**config.mk**
```make
export PLATFORM = sky130hd
export DESIGN_NAME = serial_bit_tx
export DESIGN_NICKNAME = d
export VERILOG_FILES = /design/src/rtl/serial_bit_tx.sv
export SDC_FILE = /design/constraint.sdc
export NUM_CORES = 1
export LEC_CHECK = 0
export ABC_AREA = 0
export CORE_MARGIN = 2
export CORE_UTILIZATION = 51
export CTS_CLUSTER_SIZE = 8
export DETAILED_ROUTE_END_ITERATION = 6
export GPL_TIMING_DRIVEN = 0
export PLACE_DENSITY = 0.8
export SLEW_MARGIN = 25
export SYNTH_ARGS = -nofsm -noshare
export SYNTH_HDL_FRONTEND = slang
export SYNTH_SLANG_ARGS = --single-unit
```
**constraint.sdc**
```tcl
create_clock -name cp -period 3.9 [get_ports cp]
set_input_delay 0.78 -clock cp [delete_from_list [all_inputs] [get_ports cp]]
set_output_delay 0.78 -clock cp [all_outputs]
set_load 0.005 [all_outputs]
```
**src/rtl/serial_bit_tx.sv**
```systemverilog
// serial_bit_tx
//   Parallel-in, serial-out bit-stream transmitter. A word presented on `data`
//   is captured when `start` is seen high on a rising `cp` edge in IDLE, then
//   shifted out MSB first on `d`. Each bit is held for BIT_CYCLES clock periods.
//   `dn` is the complement of `d`. A one-cycle `done` pulse follows each frame.
//   The outputs `d`, `busy` and `done` come straight from flops. `dn` is the
//   inverse of the `d` flop.
//
//   Optional feature macro: SER_TX_REPEAT_EN
//     When defined, `start` high in the final cycle of the last bit reloads the
//     shift register from `data`. The next frame then follows with no gap, and
//     no `done` pulse is produced between the two frames.
//     When undefined, every frame ends in the DONE state.
module serial_bit_tx #(
    parameter int WIDTH      = 8,
    parameter int BIT_CYCLES = 1
) (
    input  logic             cp,
    input  logic             clr_n,
    input  logic             start,
    input  logic [WIDTH-1:0] data,
    output logic             d,
    output logic             dn,
    output logic             busy,
    output logic             done
);

    // Counter widths: clog2 of the counted range, never narrower than 1 bit.
    localparam int BIT_W = (WIDTH > 1)      ? $clog2(WIDTH)      : 1;
    localparam int CYC_W = (BIT_CYCLES > 1) ? $clog2(BIT_CYCLES) : 1;

    localparam logic [BIT_W-1:0] BIT_LAST = BIT_W'(WIDTH - 1);
    localparam logic [BIT_W-1:0] BIT_ONE  = BIT_W'(1);
    localparam logic [BIT_W-1:0] BIT_ZERO = BIT_W'(0);
    localparam logic [CYC_W-1:0] CYC_LAST = CYC_W'(BIT_CYCLES - 1);
    localparam logic [CYC_W-1:0] CYC_ONE  = CYC_W'(1);
    localparam logic [CYC_W-1:0] CYC_ZERO = CYC_W'(0);

    typedef enum logic [1:0] {
        ST_IDLE  = 2'b00,
        ST_SHIFT = 2'b01,
        ST_DONE  = 2'b10
    } state_t;

    state_t             state_r;
    state_t             state_s;
    logic [WIDTH-1:0]   shift_r;
    logic [WIDTH-1:0]   shift_s;
    logic [BIT_W-1:0]   bit_cnt_r;
    logic [BIT_W-1:0]   bit_cnt_s;
    logic [CYC_W-1:0]   cyc_cnt_r;
    logic [CYC_W-1:0]   cyc_cnt_s;

    logic               d_r;
    logic               d_s;
    logic               busy_r;
    logic               busy_s;
    logic               done_r;
    logic               done_s;

    logic               cyc_last_s;
    logic               bit_last_s;
    logic               reload_s;

    // Terminal-count decodes for the per-bit and per-frame counters.
    always_comb begin
        cyc_last_s = (cyc_cnt_r == CYC_LAST);
        bit_last_s = (bit_cnt_r == BIT_LAST);
    end

    // Back-to-back reload request: present only when the repeat feature is built in.
    always_comb begin
`ifdef SER_TX_REPEAT_EN
        reload_s = start;
`else
        reload_s = 1'b0;
`endif
    end

    // State and datapath registers. An asynchronous clear aborts any frame in progress.
    always_ff @(posedge cp or negedge clr_n) begin
        if (!clr_n) begin
            state_r   <= ST_IDLE;
            shift_r   <= {WIDTH{1'b0}};
            bit_cnt_r <= BIT_ZERO;
            cyc_cnt_r <= CYC_ZERO;
        end else begin
            state_r   <= state_s;
            shift_r   <= shift_s;
            bit_cnt_r <= bit_cnt_s;
            cyc_cnt_r <= cyc_cnt_s;
        end
    end

    // Next-state and datapath update: capture, per-bit hold count, shift, frame end.
    always_comb begin
        state_s   = state_r;
        shift_s   = shift_r;
        bit_cnt_s = bit_cnt_r;
        cyc_cnt_s = cyc_cnt_r;
        case (state_r)
            ST_IDLE: begin
                if (start) begin
                    state_s   = ST_SHIFT;
                    shift_s   = data;
                    bit_cnt_s = BIT_ZERO;
                    cyc_cnt_s = CYC_ZERO;
                end else begin
                    state_s   = ST_IDLE;
                end
            end
            ST_SHIFT: begin
                if (cyc_last_s) begin
                    cyc_cnt_s = CYC_ZERO;
                    if (bit_last_s) begin
                        bit_cnt_s = BIT_ZERO;
                        if (reload_s) begin
                            // Reload in place: the next frame's MSB follows with no gap.
                            state_s = ST_SHIFT;
                            shift_s = data;
                        end else begin
                            state_s = ST_DONE;
                            shift_s = shift_r << 1;
                        end
                    end else begin
                        state_s   = ST_SHIFT;
                        shift_s   = shift_r << 1;
                        bit_cnt_s = bit_cnt_r + BIT_ONE;
                    end
                end else begin
                    state_s   = ST_SHIFT;
                    cyc_cnt_s = cyc_cnt_r + CYC_ONE;
                end
            end
            ST_DONE: begin
                // `start` is deliberately not looked at here.
                state_s   = ST_IDLE;
                bit_cnt_s = BIT_ZERO;
                cyc_cnt_s = CYC_ZERO;
            end
            default: begin
                state_s   = ST_IDLE;
                shift_s   = {WIDTH{1'b0}};
                bit_cnt_s = BIT_ZERO;
                cyc_cnt_s = CYC_ZERO;
            end
        endcase
    end

    // Output decode from the upcoming state, so the output flops change on the same edge as the state.
    always_comb begin
        d_s    = 1'b0;
        busy_s = 1'b0;
        done_s = 1'b0;
        case (state_s)
            ST_IDLE: begin
                d_s    = 1'b0;
                busy_s = 1'b0;
                done_s = 1'b0;
            end
            ST_SHIFT: begin
                d_s    = shift_s[WIDTH-1];
                busy_s = 1'b1;
                done_s = 1'b0;
            end
            ST_DONE: begin
                d_s    = 1'b0;
                busy_s = 1'b0;
                done_s = 1'b1;
            end
            default: begin
                d_s    = 1'b0;
                busy_s = 1'b0;
                done_s = 1'b0;
            end
        endcase
    end

    // Output flops. The clear takes effect immediately, without waiting for a clock edge.
    always_ff @(posedge cp or negedge clr_n) begin
        if (!clr_n) begin
            d_r    <= 1'b0;
            busy_r <= 1'b0;
            done_r <= 1'b0;
        end else begin
            d_r    <= d_s;
            busy_r <= busy_s;
            done_r <= done_s;
        end
    end

    assign d    = d_r;
    assign dn   = ~d_r;
    assign busy = busy_r;
    assign done = done_r;

endmodule

```
After elaboration in Yosys (flattened, before gate mapping) --
Index checks and enable logic that the tools add are counted.
Word-level totals: bits in registers 17, RAM bits 0, memories kept 0, bits in latches 0, output and inout bits 4, bits in read-only memories 0, logic and storage cells 39
Cells by class: magnitude comparators 0, bitwise operators 2, reductions and logical operators 3, divide/modulo/power cells 0, shift operators 0, equal/unequal tests 7, $mul 0, add/subtract/negate cells 2, mux-type cells 17
Operator list (count):
- $pmux W8 S3 | 1
- $mux W8 | 2
- $mux W3 | 3
- $mux W1 | 6
- $pmux W3 S2 | 1
- $eq A2 B1 Y1 const B | 2
- $eq A2 B2 Y1 const B | 2
- $mux W2 | 2
- $ne A2 B2 Y1 const B | 2
- $pmux W2 S2 | 1
- $add A3 B1 Y3 const B | 1
- $eq A3 B3 Y1 const B | 1
- $reduce_and A3 Y1 | 1
- $logic_not A2 Y1 | 1
- $not A1 Y1 | 2
- $pmux W1 S2 | 1
- $reduce_and A2 Y1 | 1
- $add A1 B1 Y1 const B | 1

Longest topological paths before layout --
Gate-level depths: netlist (run 1).
depth in word-level cells 6, gate-level depth with buffers 5

Worst setup path after synthesis (run 1) --
OpenSTA, ideal clock, no wires.
path kind input -> register, start point in start, end point reg shift_r[2], arrival time 1212 ps, setup slack 2558 ps, library setup time 130 ps, stages on the path 4, data required time 3770 ps, path through nand2b_4 > and2_1 > buf_4 > o2bb2ai_1
Between the ends: word-level cells in the longest chain between the ends 2
RTL lines:
- start, declared | line 20 | input logic start,
- $ne A2 B2 Y1 (no line)
- $reduce_and A3 Y1 (no line)
- end signal, assigned | line 84 | shift_r <= {WIDTH{1'b0}};
- end signal, assigned | line 89 | shift_r <= shift_s;
- end, declared | line 47 | logic [WIDTH-1:0] shift_r;
Every way passes these cells. A chain may end at the register's enable or synchronous reset.

Final worst setup path (run 1) --
start point reg d_r, in the netlist d, end point out dn
Between the ends: word-level cells in the longest chain between the ends 1
RTL lines:
- start, declared | line 54 | logic d_r;
- start signal, assigned | line 186 | d_r <= d_s;
- $not A1 Y1 | line 193 | assign dn = ~d_r;
- end, declared | line 23 | output logic dn,
Every way passes these cells.

==> summary.txt, run 1 <==
Run status
  • Status: finished, final reports clean

STA
  • Worst slew margin relative to its limit: 54.1%
  • RSZ-0062 raised after global routing: false
  • Final setup violation count: 0
  • Final setup TNS: 0 ns
  • Fin. Hold Viols: 0
  • Minimum clock period after layout: 1.98 ns
  • Clock Skews: 0.00232 ns
  • Fmax: 505 MHz
  • Worst-Margin Slew: between 0.6 and 0.7 ns
  • Max-slew violation count: 0
  • Tcrit/Tclk final: 50.8%

Floorplan
  • Die outline width: 41.2 um
  • Die Outline Area: 1700 sq um
  • I/O Pins: 15
  • Core Area: 1300 sq um
  • Rows: 13
  • Initial Utilization: 54.2%
  • Die H: 41.2 um

Layout
  • Synth-to-layout area growth: 27.7%
  • Final-stage net count: 92
  • Filler cells: 115
  • ANT cells: 0
  • Layout cells sized above 1: 10.3%

Pwr
  • Comb power frac: 37.0%
  • Net Sw Power: between 0.00015 and 0.0002 W
  • Internal power: about 0.0004 W
  • Sw Share: 32.3%
  • Overall power: a little under 0.0006 W
  • Clock power frac: 18.3%
  • Maximum vdd drop: 315 uV
  • LEAKAGE: 0.395 nW
  • Pwr per Cell Area: 656 nW/um^2
  • Seq pwr share: 44.7%

Worst setup path
  • Slowest stage cell on the critical path: clkdlybuf4s50_1
  • Critical Path Source Type: flop
  • CP max stage delay: roughly 0.49 ns
  • Critical path buffer and inverter count: 2
  • Crit path max fanout: 2
  • Crit path cell chain: inv_1, clkdlybuf4s50_1
  • Worst Setup Path Type: reg -> out
  • Critical Path Sink Type: output port
  • Worst EP arrival: around 1.2 ns
  • Delay-heaviest family, CP: buffers and inverters
  • Worst Path Required: between 3 and 4 ns

Yosys
  • Share of the synthesized area in the top cell type: 56.7%
  • Most common cell in the netlist: dfrtp_1
  • Top post-synthesis cells by area: dfrtp_1 57%, a22oi_1 7.4%, o2bb2ai_1 7.4%, ha_1 3.5%, nor2_1 2.7%
  • Synth area leader: dfrtp_1
  • Post-synth EDFFs: 0
  • Post-synth top flop: dfrtp_1
  • Mapped cell area: between 700 and 800 sq um
  • Asr flop ratio synth: 100%
  • Yosys cell types: 24
  • Sequential element share of the synthesized area: 56.7%
  • Post-synth top cells: 16 x dfrtp_1, 7 x a22oi_1, 6 x o2bb2ai_1
  • Syn_nets: 73
  • Synth Register Bits: 16
  • Post-synthesis area per instance: around 12 sq um
  • Post-Synthesis Cells: 60
  • Synthesis warning total: 0

Detailed routing
  • Vias per std cell: 5.70
  • Via count: 530
  • WL met1: 611 um
  • Wire per inst: between 10 and 15 um
  • Antenna violation net count after detailed routing: 0
  • Final wirelength: 1310 um
  • DRT Pass-1 Iters: 4
  • DR iter-0 viols: 9
  • DRC errors left: 0
  • Met3 wire length: 59 um
  • Routed met2 length: 629 um
  • DR top layer: met4

Clocking
  • H-tree levels: 1
  • CTS max path bufs: 2
  • Resize count post-CTS: 0
  • CTS root buf: clkbuf_4
  • Skew-Pair Late Insertion Delay: 0.28 ns
  • TritonCTS buffer count: 3
  • Clk sink count: 16
  • Post-CTS Setup Inserts: 0
  • Cts hold-fix bufs: 0
  • CTS tree: built
  • Clock Pin Slew Worst Setup and Hold Paths: 0.09 ns

Global route
  • Largest net degree at the start of global routing: 17
  • First-pass GRT wire length: ~2200 um
  • GRT overflow: 0
  • Initial antenna violation count: 0
  • GRT Total Usage: about a fifth
  • Number of global-route vias before repair: 500

Placement
  • Port bufs: 14
  • Final Wtd Congestion: 0.718

Flow run
  • Max_cap viols: 0

Min path
  • Worst min-delay path class: reg -> reg
path summary, 6_finish.rpt:
| kind | start | end | slack, ns | cells after the start |
|---|---|---|---|---|
| worst max-delay path | d | dn | 1.92 | 2 |
| worst min-delay path | shift_r[6] | shift_r[6] | 0.50 | 1 |
| worst max register to register | bit_cnt_r[0] | d | 2.54 | 4 |
| worst min register to register | shift_r[6] | shift_r[6] | 0.50 | 1 |
| max in group asynchronous | clr_n | shift_r[4] | 2.56 | 1 |
| min in group asynchronous | clr_n | d | 0.91 | 1 |
state kept, by name, indices dropped and copies added, names as in the netlist:
name       count
shift_r        8
bit_cnt_r      3
state_r        2
busy           1
d              1
done           1
worst register-to-register path, delay by kind of cell (launching register included):
kind | cells | cell delay (ns)
AO/OA/AOI/OAI | 1 | 0.26
adder cells (fa/ha/maj) | 2 | 0.40
flip-flops | 1 | 0.41
AND/OR/NAND/NOR | 1 | 0.21
cell usage in the layout, fill, tap and decap left out, types with 2 or more instances in the layout:
cell type,synthesis,layout
a21oi_1,2,2
a22oi_1,7,7
and2_1,2,2
clkbuf_4,0,3
clkdlybuf4s50_1,0,14
dfrtp_1,16,16
ha_1,2,2
inv_1,3,3
nor2_1,5,5
nor3_1,2,2
o2bb2ai_1,6,6
layout make-up:
| type | instances | area (sq um) | area share [%] |
|---|---|---|---|
| sequential | 16 | 400 | 44.4 |
| multi-input combinational | 38 | 278 | 30.8 |
| timing repair buffer | 14 | 140 | 15.6 |
| clock buffer | 4 | 36.3 | 4.03 |
| tap | 15 | 18.8 | 2.08 |
| buffer | 3 | 16.3 | 1.81 |
| inverter | 3 | 11.3 | 1.25 |
power groups by stage:
stage / combinational (W) / clock [W] / sequential, W
after floorplan: 0.000152 / 0 / 0.000259
after global placement: 0.000212 / 0 / 0.000265
after detailed placement: 0.000220 / 0 / 0.000267
after CTS: 0.000221 / 0.000112 / 0.000264
after global routing: 0.000244 / 0.000118 / 0.000272
final: 0.000218 / 0.000108 / 0.000264
metal layers:
layer / vias to the layer above / global-route usage [%]
li1: 257 / -
met1: 259 / 26.5
met2: 12 / 32.0
met3: 2 / 3.26
met4: 0 / 12.1
met5: - / 0
per-stage QoR:
stage | cell area (sq um) | utilization, % | worst slack (ns) | hold slack, ns | cells
6_report | 901 | 69.2 | 1.92 | 0.499 | 93
2_1_floorplan | 706 | - | 2.56 | 0.449 | 60
3_3_place_gp | 865 | 66.4 | 1.84 | 0.465 | 89
4_1_cts | 901 | 69.2 | 1.90 | 0.497 | 93
5_1_grt | 901 | 69.2 | 1.85 | 0.516 | 93
3_5_place_dp | 865 | 66.4 | 1.85 | 0.471 | 89
cell families (layout without fill, tap and decap cells):
logic type,count (synthesis),after routing,share of synthesized area (%)
compound gates,20,20,22.5
fa+ha+maj,2,2,3.55
buf+inv,6,24,3.90
flops,16,16,56.7
mux,1,1,1.42
simple gates,15,15,11.9
No activity file was read; power rests on OpenSTA's default activity.
==> inputs of run 2 (changes only) <==
- CORE_UTILIZATION: 51 -> 43
- PLACE_DENSITY: 0.8 -> 0.72
- clock period: 3.9 -> 1.75 ns (I/O delays scaled with it)
==> run 2 against run 1 <==
  * Sequential share of layout area shrank 0.062 points
  * Routed wire length increased by 4.1%
  * Register-to-register slack worse by 2.1 ns
==> summary.txt, run 2 (synthesized netlist as in run 1, its figures left out) <==
Floorplan
  • Die H: 44.5 um (was 41.2 um)
  • Rows: 14 (was 13)
  • I/O Pins: 15 (unchanged)
  • Die Outline Area: 1980 sq um (was 1700 sq um)
  • Core Area: 1520 sq um (was 1300 sq um)
  • Initial Utilization: 46.3% (was 54.2%)
  • Die outline width: 44.5 um (was 41.2 um)

Clocking
  • H-tree levels: 1 (unchanged)
  • Skew-Pair Late Insertion Delay: 0.28 ns (about the same)
  • CTS tree: built (unchanged)
  • TritonCTS buffer count: 3 (unchanged)
  • Clock Pin Slew Worst Setup and Hold Paths: 0.09 ns (about the same)
  • CTS max path bufs: 2 (unchanged)
  • Resize count post-CTS: 0 (unchanged)
  • CTS root buf: clkbuf_4 (unchanged)
  • Cts hold-fix bufs: 0 (unchanged)
  • Clk sink count: 16 (unchanged)
  • Post-CTS Setup Inserts: 0 (unchanged)

Layout
  • Regs by FF count: shift_r: 8 flops, bit_cnt_r: 3 flops, state_r: 2 flops (unchanged)
  • Final-stage net count: 92 (unchanged)
  • Post-Layout Inst Area: 902 sq um (was 901 sq um)
  • Largest register FFs: 8 (unchanged)
  • Synth-to-layout area growth: 27.8% (was 27.7%)
  • Filler cells: 135 (was 115)
  • Top reg by flops: shift_r (unchanged)
  • Layout cells sized above 1: 10.3% (unchanged)
  • Core Util, Final: 59.2% (was 69.2%)
  • Most common cell after layout, fill and taps aside: dfrtp_1 (unchanged)
  • Most frequent cells in the layout: 16 x dfrtp_1, 14 x clkdlybuf4s50_1, 7 x a22oi_1 (unchanged)
  • ANT cells: 0 (unchanged)

Global route
  • Number of global-route vias before repair: 537 (was 500)
  • GRT Total Usage: 17.2% (was 20.5%)
  • GRT overflow: 0 (unchanged)
  • First-pass GRT wire length: 2380 um (was 2160 um)
  • Initial antenna violation count: 0 (unchanged)
  • Largest net degree at the start of global routing: 17 (unchanged)

Worst setup path
  • Register-to-Register Setup Slack: 0.40 ns (was 2.54 ns)
  • Worst Setup Path Type: reg -> out (unchanged)
  • Worst EP arrival: 1.21 ns (was 1.20 ns)
  • Crit path max fanout: 2 (unchanged)
  • Launching point of the worst reg2reg path: bit_cnt_r[0] (unchanged)
  • Critical Path Source Type: flop (unchanged)
  • Reg-to-reg endpoint: d (unchanged)
  • Worst Path Required: 1.40 ns (was 3.12 ns)
  • R2R depth: 4 (unchanged)
  • Critical Path Sink Type: output port (unchanged)

STA
  • Clock Skews: 0.00174 ns (was 0.00232 ns)
  • Tcrit/Tclk final: 88.9%
  • Worst-Margin Slew: 0.702 ns (was 0.686 ns)
  • Final setup violation count: 0 (unchanged)
  • Worst slew margin relative to its limit: 53.1% (was 54.1%)
  • Final WS setup: 0.195 ns (was 1.92 ns)
  • Fmax: 643 MHz
  • Max-slew violation count: 0 (unchanged)
  • Final setup TNS: 0 ns (unchanged)
  • RSZ-0062 raised after global routing: false (unchanged)
  • Fin. Hold Viols: 0 (unchanged)
  • Minimum clock period after layout: about 1.6 ns
  • Worst hold slack: 0.481 ns (was 0.499 ns)

Placement
  • Placed cell area: 866 sq um (was 865 sq um)
  • Final Wtd Congestion: 0.758 (was 0.718)
  • Setup slack after placement: 0.112 ns (was 1.85 ns)
  • Detail Placement HPWL: 977 um
  • Port bufs: 14 (unchanged)

Pwr
  • Maximum vdd drop: 645 uV (was 315 uV)
  • Pwr per Cell Area: 1470 nW/um^2 (was 656 nW/um^2)
  • LEAKAGE: 0.395 nW (unchanged)

Flow run
  • Max_cap viols: 0 (unchanged)

Detailed routing
  • Vias per std cell: 5.78 (was 5.70)
  • DR iter-0 viols: 11 (was 9)
  • Via count: 543 (was 530)
  • Wire per inst: 14.5 um (was 14.1 um)
  • DRT Pass-1 Iters: 4 (unchanged)
  • DRC errors left: 0 (unchanged)
  • Antenna violation net count after detailed routing: 0 (unchanged)
  • Final wirelength: 1370 um (was 1310 um)

Min path
  • Worst min-delay path class: in -> async (was reg -> reg)

Run status
  • Status: finished, final reports clean (unchanged)
-- run 2: cell type report --
type,count,area [sq um],area share [%]
flip-flops and latches,16,400,44.4
multi-input cells,38,278,30.8
repair buffers,14,140,15.5
clock buffers,4,36.3,4.02
well taps,16,20.0,2.22
plain buffers,3,16.3,1.80
inverters,3,11.3,1.25
-- run 2: how the worst max path moves through the flow --
stage	startpoint	slack, ns	to
floorplan	bit_cnt_r[0]	0.51	d
global placement	start	0.12	shift_r[4]
detailed placement	start	0.11	shift_r[3]
CTS	d	0.18	dn
global route	d	0.15	dn
finish	d	0.19	dn
-- run 2: power breakdown --
part / total [W] / switching [W] / internal, W
Combinational: 0.000494 / 0.000237 / 0.000257
Clock: 0.000242 / 0.000116 / 0.000127
Sequential: 0.000589 / 0.0000803 / 0.000509
-- run 2: stage by stage --
| step | total power, W | instances |
|---|---|---|
| after floorplan | 0.000916 | 60 |
| after global placement | 0.00107 | 90 |
| after detailed placement | 0.00109 | 90 |
| after CTS | 0.00134 | 94 |
| after global routing | 0.00142 | 94 |
| final | 0.00133 | 94 |
-- run 2: routing by layer --
layer	GRT usage (%)	vias to the layer above	wire (um)
met5	0	-	0
met1	19.3	258	592
met2	28.4	21	667
met4	8.48	0	14
met3	6.53	2	90
li1	-	262	-
-- run 2: critical path: stages, from the launching register on --
cell,delay [ns]
dfrtp_1,0.38
inv_1,0.06
clkdlybuf4s50_1,0.49
